## config.mk

```make
export PLATFORM = sky130hd
export DESIGN_NAME = adc_conv_seq
export DESIGN_NICKNAME = d
export VERILOG_FILES = /design/src/rtl/adc_seq_pkg.sv /design/src/rtl/sync_fifo.sv /design/src/rtl/adc_conv_seq.sv
export SDC_FILE = /design/constraint.sdc
export NUM_CORES = 1
export LEC_CHECK = 0
export ABC_AREA = 1
export CAP_MARGIN = 20
export CELL_PAD_IN_SITES_DETAIL_PLACEMENT = 1
export CELL_PAD_IN_SITES_GLOBAL_PLACEMENT = 1
export CORE_MARGIN = 1
export CORE_UTILIZATION = 47
export CTS_BUF_LIST = sky130_fd_sc_hd__clkbuf_4 sky130_fd_sc_hd__clkbuf_8
export DETAILED_ROUTE_END_ITERATION = 8
export GPL_TIMING_DRIVEN = 0
export PLACE_DENSITY = 0.95
export SETUP_SLACK_MARGIN = 0.3
export SYNTH_ARGS = -nofsm -noshare
export SYNTH_HDL_FRONTEND = slang
export SYNTH_SLANG_ARGS = --single-unit
export TNS_END_PERCENT = 100
```

## constraint.sdc

```tcl
create_clock -name clk_p1_delay -period 2.9 [get_ports clk_p1_delay]
set_input_delay 0.58 -clock clk_p1_delay [delete_from_list [all_inputs] [get_ports clk_p1_delay]]
set_output_delay 0.58 -clock clk_p1_delay [all_outputs]
set_load 0.01 [all_outputs]
```

## src/rtl/adc_seq_pkg.sv

```systemverilog
// Shared definitions for the ADC conversion sequencer: FSM encoding,
// default widths and a saturating-increment helper.
package adc_seq_pkg;

    typedef enum logic [2:0] {
        IDLE,
        FILL,
        RUN,
        DRAIN,
        DONE
    } state_t;

    localparam int CODE_W_DEFAULT = 13;
    localparam int OVF_W          = 8;

    function automatic logic [OVF_W-1:0] sat_inc(input logic [OVF_W-1:0] value);
        return (&value) ? value : value + OVF_W'(1);
    endfunction

endpackage

```

## src/rtl/sync_fifo.sv

```systemverilog
// Small synchronous FIFO with show-ahead read port, synchronous reset and flush.
// A push into a full FIFO is accepted only when a pop happens in the same cycle.
module sync_fifo #(
    parameter int WIDTH = 14,
    parameter int DEPTH = 4
) (
    input  logic                     clk_p1_delay,
    input  logic                     rst,
    input  logic                     flush,
    input  logic                     push,
    input  logic                     pop,
    input  logic [WIDTH-1:0]         wr_data,
    output logic [WIDTH-1:0]         rd_data,
    output logic                     full,
    output logic                     empty,
    output logic [$clog2(DEPTH):0]   count
);

    localparam int AW = $clog2(DEPTH);
    localparam int CW = AW + 1;

    logic [WIDTH-1:0] mem [DEPTH];
    logic [AW-1:0]    wr_ptr;
    logic [AW-1:0]    rd_ptr;
    logic             do_push;
    logic             do_pop;

    assign full    = (count == CW'(DEPTH));
    assign empty   = (count == '0);
    assign do_pop  = pop & ~empty;
    assign do_push = push & (~full | do_pop);

    // Zero while empty so the data bus is defined straight out of reset.
    assign rd_data = empty ? '0 : mem[rd_ptr];

    always_ff @(posedge clk_p1_delay) begin
        if (rst || flush) begin
            wr_ptr <= '0;
            rd_ptr <= '0;
            count  <= '0;
        end else begin
            if (do_push) wr_ptr <= wr_ptr + AW'(1);
            if (do_pop)  rd_ptr <= rd_ptr + AW'(1);
            case ({do_push, do_pop})
                2'b10:   count <= count + CW'(1);
                2'b01:   count <= count - CW'(1);
                default: count <= count;
            endcase
        end
    end

    // NOTE: storage is deliberately not reset; pointers and count define validity.
    always_ff @(posedge clk_p1_delay) begin
        if (do_push) mem[wr_ptr] <= wr_data;
    end

endmodule

```

## src/rtl/adc_conv_seq.sv

```systemverilog
// Capture sequencer for the thermometer-to-binary pipeline: enables the pipe,
// waits out its fill latency, then streams n_samples codes through a FIFO.
module adc_conv_seq
    import adc_seq_pkg::*;
#(
    parameter int CODE_W     = CODE_W_DEFAULT,
    parameter int PIPE_LAT   = 6,
    parameter int FIFO_DEPTH = 4,
    parameter int CNT_W      = 16
) (
    input  logic              clk_p1_delay,
    input  logic              rst,
    input  logic              start,
    input  logic              abort,
    input  logic [CNT_W-1:0]  n_samples,
    input  logic [CODE_W-1:0] code_in,
    output logic              pipe_en,
    output logic              out_valid,
    input  logic              out_ready,
    output logic [CODE_W-1:0] out_data,
    output logic              out_last,
    output logic              busy,
    output logic              done,
    output logic [OVF_W-1:0]  ovf_cnt
);

    localparam int FILL_W = $clog2(PIPE_LAT) + 1;
    localparam int FCNT_W = $clog2(FIFO_DEPTH) + 1;

    state_t            state;
    state_t            state_next;
    logic [CNT_W-1:0]  cnt;
    logic [FILL_W-1:0] fill_cnt;

    logic              push;
    logic              pop;
    logic              drop;
    logic              flush;
    logic              fifo_full;
    logic              fifo_empty;
    logic [FCNT_W-1:0] fifo_count;
    logic [CODE_W:0]   fifo_rd;
    logic              push_last;

    assign pop       = out_valid & out_ready;
    assign push_last = (cnt == CNT_W'(1));

    always_comb begin
        // NOTE: every combinational output gets a default first, so no path infers a latch.
        state_next = state;
        push       = 1'b0;
        drop       = 1'b0;
        flush      = 1'b0;
        case (state)
            IDLE: begin
                if (start) state_next = (n_samples == '0) ? DONE : FILL;
            end
            FILL: begin
                // fill_cnt reaches zero on the same edge the FSM enters RUN (PIPE_LAT >= 2).
                if (abort) begin
                    flush      = 1'b1;
                    state_next = DONE;
                end else if (fill_cnt == FILL_W'(1)) begin
                    state_next = RUN;
                end
            end
            RUN: begin
                if (abort) begin
                    flush      = 1'b1;
                    state_next = DONE;
                end else begin
                    if (!fifo_full || pop) push = 1'b1;
                    else                   drop = 1'b1;
                    if (cnt == CNT_W'(1)) state_next = DRAIN;
                end
            end
            DRAIN: begin
                if (abort) begin
                    flush      = 1'b1;
                    state_next = DONE;
                end else if (fifo_count == '0) begin
                    state_next = DONE;
                end
            end
            DONE:    state_next = IDLE;
            default: state_next = IDLE;
        endcase
    end

    always_ff @(posedge clk_p1_delay) begin
        // NOTE: sequential state uses non-blocking assignment so all flops see pre-edge values.
        if (rst) begin
            state    <= IDLE;
            cnt      <= '0;
            fill_cnt <= '0;
            ovf_cnt  <= '0;
        end else begin
            state <= state_next;
            if (state == IDLE && start) begin
                cnt      <= n_samples;
                fill_cnt <= FILL_W'(PIPE_LAT - 1);
                ovf_cnt  <= '0;
            end
            if (state == FILL && fill_cnt != '0) fill_cnt <= fill_cnt - FILL_W'(1);
            if (state == RUN && cnt != '0)       cnt      <= cnt - CNT_W'(1);
            if (drop)                            ovf_cnt  <= sat_inc(ovf_cnt);
        end
    end

    sync_fifo #(
        .WIDTH (CODE_W + 1),
        .DEPTH (FIFO_DEPTH)
    ) u_fifo (
        .clk_p1_delay (clk_p1_delay),
        .rst          (rst),
        .flush        (flush),
        .push         (push),
        .pop          (pop),
        .wr_data      ({push_last, code_in}),
        .rd_data      (fifo_rd),
        .full         (fifo_full),
        .empty        (fifo_empty),
        .count        (fifo_count)
    );

    assign out_valid = ~fifo_empty;
    assign out_data  = fifo_rd[CODE_W-1:0];
    assign out_last  = fifo_rd[CODE_W];
    assign pipe_en   = (state == FILL) || (state == RUN);
    assign busy      = (state != IDLE);
    assign done      = (state == DONE);

endmodule

```

==> impl_metrics.tcl, run 1 <==
set metrics [dict create \
    netlist-cell-type-count 41 \
    peakVddDrop_mv 0.467 \
    synthMuxAreaShare_pct 0 \
    insertion_delay_ps 380 \
    sequentialPowerShare_pct 35.4 \
    outcome "finished clean" \
    root_buffer "clkbuf_8" \
    grt_pass1_vias 4701 \
    synthMostInstantiatedCell "nor2_1" \
    p_sw_mw 2.33 \
    postRouteAntennaNets 0 \
    initial_core_util_pct 49.0 \
    drive_gt1_share_pct 10.6 \
    hold_viol 0 \
    switching_share_pct 45.1 \
    via_count 4318 \
    worstSetupPathType "flip-flop to output pin" \
    fmax_mhz 402 \
    pwr-share-comb_pct 47.8 \
    dp_cells 767 \
    diodes 0 \
    post-place-ws_ps -6.39 \
    finalPower_mw 5.16 \
    netlist_top_cells_area "edfxtp_1 35%, dfxtp_1 16%, nor2_1 8.0%" \
    io_buffers 59 \
    synth_cells 571 \
    synth_compound_area_share_pct 13.0 \
    synth_top_family_by_area "simple AND/OR/NAND/NOR gates" \
    first_pass_iters 4 \
    min_period_ps 2490 \
    place_hpwl_um 11000 \
    power_density_mw_per_mm2 879 \
    synthAdderAreaFrac_pct 3.50 \
    placed_area_mm2 0.00566 \
    wl_per_cell_um 19.0 \
    cts_tree "yes" \
    synth-simple-area-share_pct 24.0 \
    synth-warning-count 0 \
    ys_top_cells_by_count "103 x nor2_1, 100 x nand2_1, 61 x inv_1" \
    clkPwrFrac_pct 16.8 \
    synth_top_flop_cell "edfxtp_1" \
    setup_viol 0 \
    viasPerCell 5.51 \
    startpoint_type "flip-flop" \
    dieArea_mm2 0.0107 \
    path_max_fanout 10 \
    synth_area_per_cell_um2 8.51 \
    final_area_mm2 0.00587 \
    final_nets 692 \
    min_period_over_period_pct 85.7 \
    grt_max_degree 19 \
    coreArea_mm2 0.00991 \
    rrSetupSlack_ps 660 \
    cts.htree.levels 3 \
    fin_skew_ps 11.9 \
    grt_remaining_overflow 0 \
    place_congestion 0.868 \
    leakagePower_nw 2.38 \
    grt_usage_pct 28.6 \
    drt_iter0_markers 138 \
    die_w_um 104 \
    crit_path_end_kind "output pin" \
    slew_headroom_pct 28.7 \
    grt_antenna_before_repair 0 \
    power.internal_mw 2.83 \
    ys_async_sr_fraction_pct 0 \
    setup_slack_ps 414 \
    cts_max_path_buffers 2 \
    worst_ep_arrival_time_ps 1910 \
    grt_setup_unrepaired "no" \
    grt_pass1_wl_um 23700 \
    cts.sinks 96 \
    hold_buffers 0 \
    synthXorXnorAreaFrac_pct 1.26 \
    min_path_type "flip-flop to flip-flop" \
    die_h_um 104 \
    maxCapViolations 0 \
    cts-buffers-inserted 9 \
    synth_top_cell_by_area "edfxtp_1" \
    ys_seq_area_share_pct 51.1 \
    syn2layout_area_growth_pct 20.9 \
    ios 60 \
    slew_viol_final 0 \
    wl_um 14900 \
    drc 0 \
    tns_ps 0 \
    stdcell_count 783 \
    required_ps 2320 \
    yosys_register_bits 96 \
    worst_pin_slew_ps 1060 \
    yosysTopAreaCellShare_pct 34.6 \
    rows 36 \
    synth_area_mm2 0.00486 \
    synth_nets 618 \
    holdWs_ps 510 \
    fin_util_pct 59.3 \
    fillers 1200 \
    synth_edf_count 56 \
    path_clk_slew_ps 100 \
]
==> cell families (layout without fill, tap and decap cells) <==
kind of cell,after synthesis,in the layout
fa+ha+maj,13,13
flops,96,96
simple gates,265,265
xor+xnor,7,7
buf+inv,81,160
compound gates,109,109
==> metal layers <==
metal	track usage, %	routed length, µm
met1	29.2	5560
met2	55.7	8270
met3	4.15	525
met4	15.1	534
met5	0	0
==> sequential cells by signal (all words and copies together), names as in the netlist, named ones only <==
register	count
u_fifo.mem	56
cnt	16
ovf_cnt	8
fill_cnt	4
state	3
u_fifo.count	3
u_fifo.rd_ptr	2
u_fifo.wr_ptr	2
==> critical path, cell delays in order, from the launching register on <==
cell and delay, ps:
dfxtp_1 380, buf_6 170, buf_6 160, nor2_1 70, nor2_1 140, o21ai_0 130
a21oi_1 190, dlygate4sd2_1 290
==> cell type report <==
type                            instances  area [µm²]  share of cell area [%]
Buffer                                 16         131                    2.24
Clock buffer                            9         124                    2.11
Clock inverter                          7        61.3                    1.04
Inverter                               65         246                    4.20
Multi-Input combinational cell        394        2030                    34.6
Sequential cell                        96        2480                    42.3
Tap cell                              133         166                    2.83
Timing Repair Buffer                   63         629                    10.7
==> cell usage in the layout, fill, tap and decap left out, drive strengths merged <==
master / netlist / layout
or2: 3 / 3
o21ai: 54 / 54
o211ai: 3 / 3
nand4: 6 / 6
a21oi: 46 / 46
dfxtp: 40 / 40
a211oi: 3 / 3
xor2: 5 / 5
nand3b: 4 / 4
inv: 64 / 68
xnor2: 2 / 2
nand3: 29 / 29
nor3b: 4 / 4
dlymetal6s2s: 0 / 3
edfxtp: 56 / 56
dlygate4sd2: 0 / 11
clkinv: 1 / 4
nor2: 114 / 114
nor3: 2 / 2
o21bai: 1 / 1
buf: 11 / 15
clkbuf: 5 / 14
fa: 1 / 1
o31ai: 2 / 2
ha: 12 / 12
clkdlybuf4s50: 0 / 45
nand2: 103 / 103
==> path summary, 6_finish.rpt <==
kind | startpoint | end | cells past startpoint
setup reg to reg | state[2] | u_fifo.count[2] | 13
setup / recovery | flip-flop | out_data[11] | 7
hold reg to reg | cnt[14] | cnt[14] | 2
hold / removal | cnt[14] | cnt[14] | 2
==> what timing repair did <==
| action | in CTS | in global routing |
|---|---|---|
| setup endpoints to repair | 14 | 4 |
| resized for setup | 26 | 4 |
| setup buffers | 0 | 0 |
==> power by group through the flow <==
stage | clock network [mW] | logic [mW] | registers, mW
floorplan | 0 | 1.70 | 1.79
global placement | 0 | 2.21 | 1.83
detailed placement | 0 | 2.41 | 1.85
CTS | 0.875 | 2.47 | 1.82
global route | 0.920 | 2.72 | 1.85
finish | 0.866 | 2.47 | 1.83
Note: power is estimated with default switching activity, not from simulation.
==> inputs of run 2 (changes only) <==
--- a/config.mk
+++ b/config.mk
@@ -14,6 +14,7 @@
 export CTS_BUF_LIST = sky130_fd_sc_hd__clkbuf_4 sky130_fd_sc_hd__clkbuf_8
 export DETAILED_ROUTE_END_ITERATION = 8
 export GPL_TIMING_DRIVEN = 0
+export MAX_ROUTING_LAYER = met4
 export PLACE_DENSITY = 0.95
 export SETUP_SLACK_MARGIN = 0.3
 export SYNTH_ARGS = -nofsm -noshare
==> run 2 against run 1 <==
Net effect: largest power group unchanged; largest cell class unchanged; cell area grew 0.13%; critical endpoint unchanged; die area is the same; via count is essentially flat; sequential share of layout area is essentially flat.
==> impl_metrics.tcl, run 2 (synthesis gave the netlist of run 1 again) <==
set metrics [dict create \
    cts.sinks 96 \
    ff2ff_path_depth 13 \
    final_area_mm2 0.00588 \
    syn2layout_area_growth_pct 21.0 \
    slowest_stage "dfxtp_1" \
    via_count 4322 \
    io_buffers 59 \
    setup_slack_ps 410 \
    grt_max_degree 19 \
    cts_max_path_buffers 2 \
    hp-start "fill_cnt[3]" \
    reg_top3 "u_fifo.mem x56, cnt x16, ovf_cnt x8" \
    place_hpwl_um 11000 \
    path_clk_slew_ps 100 \
    fmax_mhz 402 \
    drive_gt1_share_pct 10.6 \
    grt_pass1_wl_um 23800 \
    path_buf_inv 3 \
    grt_pass1_vias 4703 \
    stdcell_count 783 \
    place_congestion 0.882 \
    grt_usage_pct 29.5 \
    r2r_start "state[2]" \
    min_delay_path_depth 2 \
    worst_ep_arrival_time_ps 1910 \
    dp_cells 767 \
    postRouteAntennaNets 0 \
    placed_area_mm2 0.00566 \
    initial_core_util_pct 49.0 \
    die_w_um 104 \
    coreArea_mm2 0.00991 \
    leakagePower_nw 2.38 \
    wl_um 14900 \
    worstPathCellList "buf_6 > buf_6 > nor2_1 > nor2_1 > o21ai_0 > a21oi_1 > dlygate4sd2_1" \
    hold_viol 0 \
    drc 0 \
    cts.htree.levels 3 \
    min_period_ps 2490 \
    first_pass_iters 4 \
    power_density_mw_per_mm2 880 \
    viasPerCell 5.52 \
    dieArea_mm2 0.0107 \
    final_nets 692 \
    path_max_fanout 10 \
    startpoint_type "flip-flop" \
    min_path_type "flip-flop to flip-flop" \
    rows 36 \
    slew_viol_final 0 \
    min_period_over_period_pct 85.9 \
    setup_viol 0 \
    root_buffer "clkbuf_8" \
    fin_skew_ps 11.5 \
    slew_headroom_pct 28.2 \
    ios 60 \
    cts-buffers-inserted 9 \
    grt_remaining_overflow 0 \
    crit_cells 7 \
    worstSetupPathType "flip-flop to output pin" \
    drt_iter0_markers 154 \
    required_ps 2320 \
    top_register "u_fifo.mem" \
    final_cell_mix "103 x nor2_1, 99 x nand2_1, 60 x inv_1" \
    outcome "finished clean" \
    die_h_um 104 \
    largest_register_ffs 56 \
    peakVddDrop_mv 0.470 \
    crit_path_end_kind "output pin" \
    cp_top_family "buffers and inverters" \
    worst_pin_slew_ps 1070 \
    insertion_delay_ps 380 \
    wl_per_cell_um 19.1 \
    grt_setup_unrepaired "no" \
    grt_antenna_before_repair 0 \
    layout_commonest_cell "nor2_1" \
    maxCapViolations 0 \
    cts_setup_buffers 0 \
    diodes 0 \
    post-place-ws_ps -6.39 \
    cts_tree "yes" \
    cpPeakStageDelay_ps 390 \
]
run 2: power breakdown:
| group | leakage [nW] | switching [mW] | total (mW) | internal [mW] |
|---|---|---|---|---|
| sequential | 0.838 | 0.195 | 1.83 | 1.63 |
| combinational | 1.45 | 1.61 | 2.48 | 0.868 |
| clock | 0.0957 | 0.538 | 0.869 | 0.331 |
| total | 2.38 | 2.34 | 5.18 | 2.83 |
run 2: routing by layer:
layer  GRT usage [%]  share of wire [%]
met1            29.3                 37
met4            14.9                3.5
met3            4.22                4.0
met5               -                  0
met2            55.8                 55
run 2: tightest hold or removal path: stages, from the launching register on:
cell and delay (ps):
dfxtp_1 340, nand2_1 70, a21oi_1 60
run 2: final timing paths:
path,to,slack [ps]
setup / recovery,out_data[11],410
hold / removal,fill_cnt[3],510
setup reg to reg,u_fifo.count[2],690
hold reg to reg,fill_cnt[3],510
run 2: through the flow:
step	setup TNS (ps)	utilization, %	power, mW	hold slack, ps
global route	0	59.3	5.49	533
floorplan	0	-	3.49	450
finish	0	59.3	5.18	508
global placement	-6190	56.7	4.04	472
detailed placement	-6.39	57.1	4.26	496
CTS	0	59.2	5.17	509
run 2: final cells by class:
type / instances / area, µm²
flip-flops and latches: 96 / 2490
plain buffers: 16 / 131
inverters: 65 / 246
clock inverters: 7 / 61.3
multi-input cells: 394 / 2030
well taps: 133 / 166
fillers: 1203 / 4030
clock buffers: 9 / 124
repair buffers: 63 / 629
run 2: repair_timing:
action / 4_1_cts / 5_1_grt
gates resized for setup: 26 / 6
setup endpoints to repair: 14 / 4
hold buffers: 0 / 0
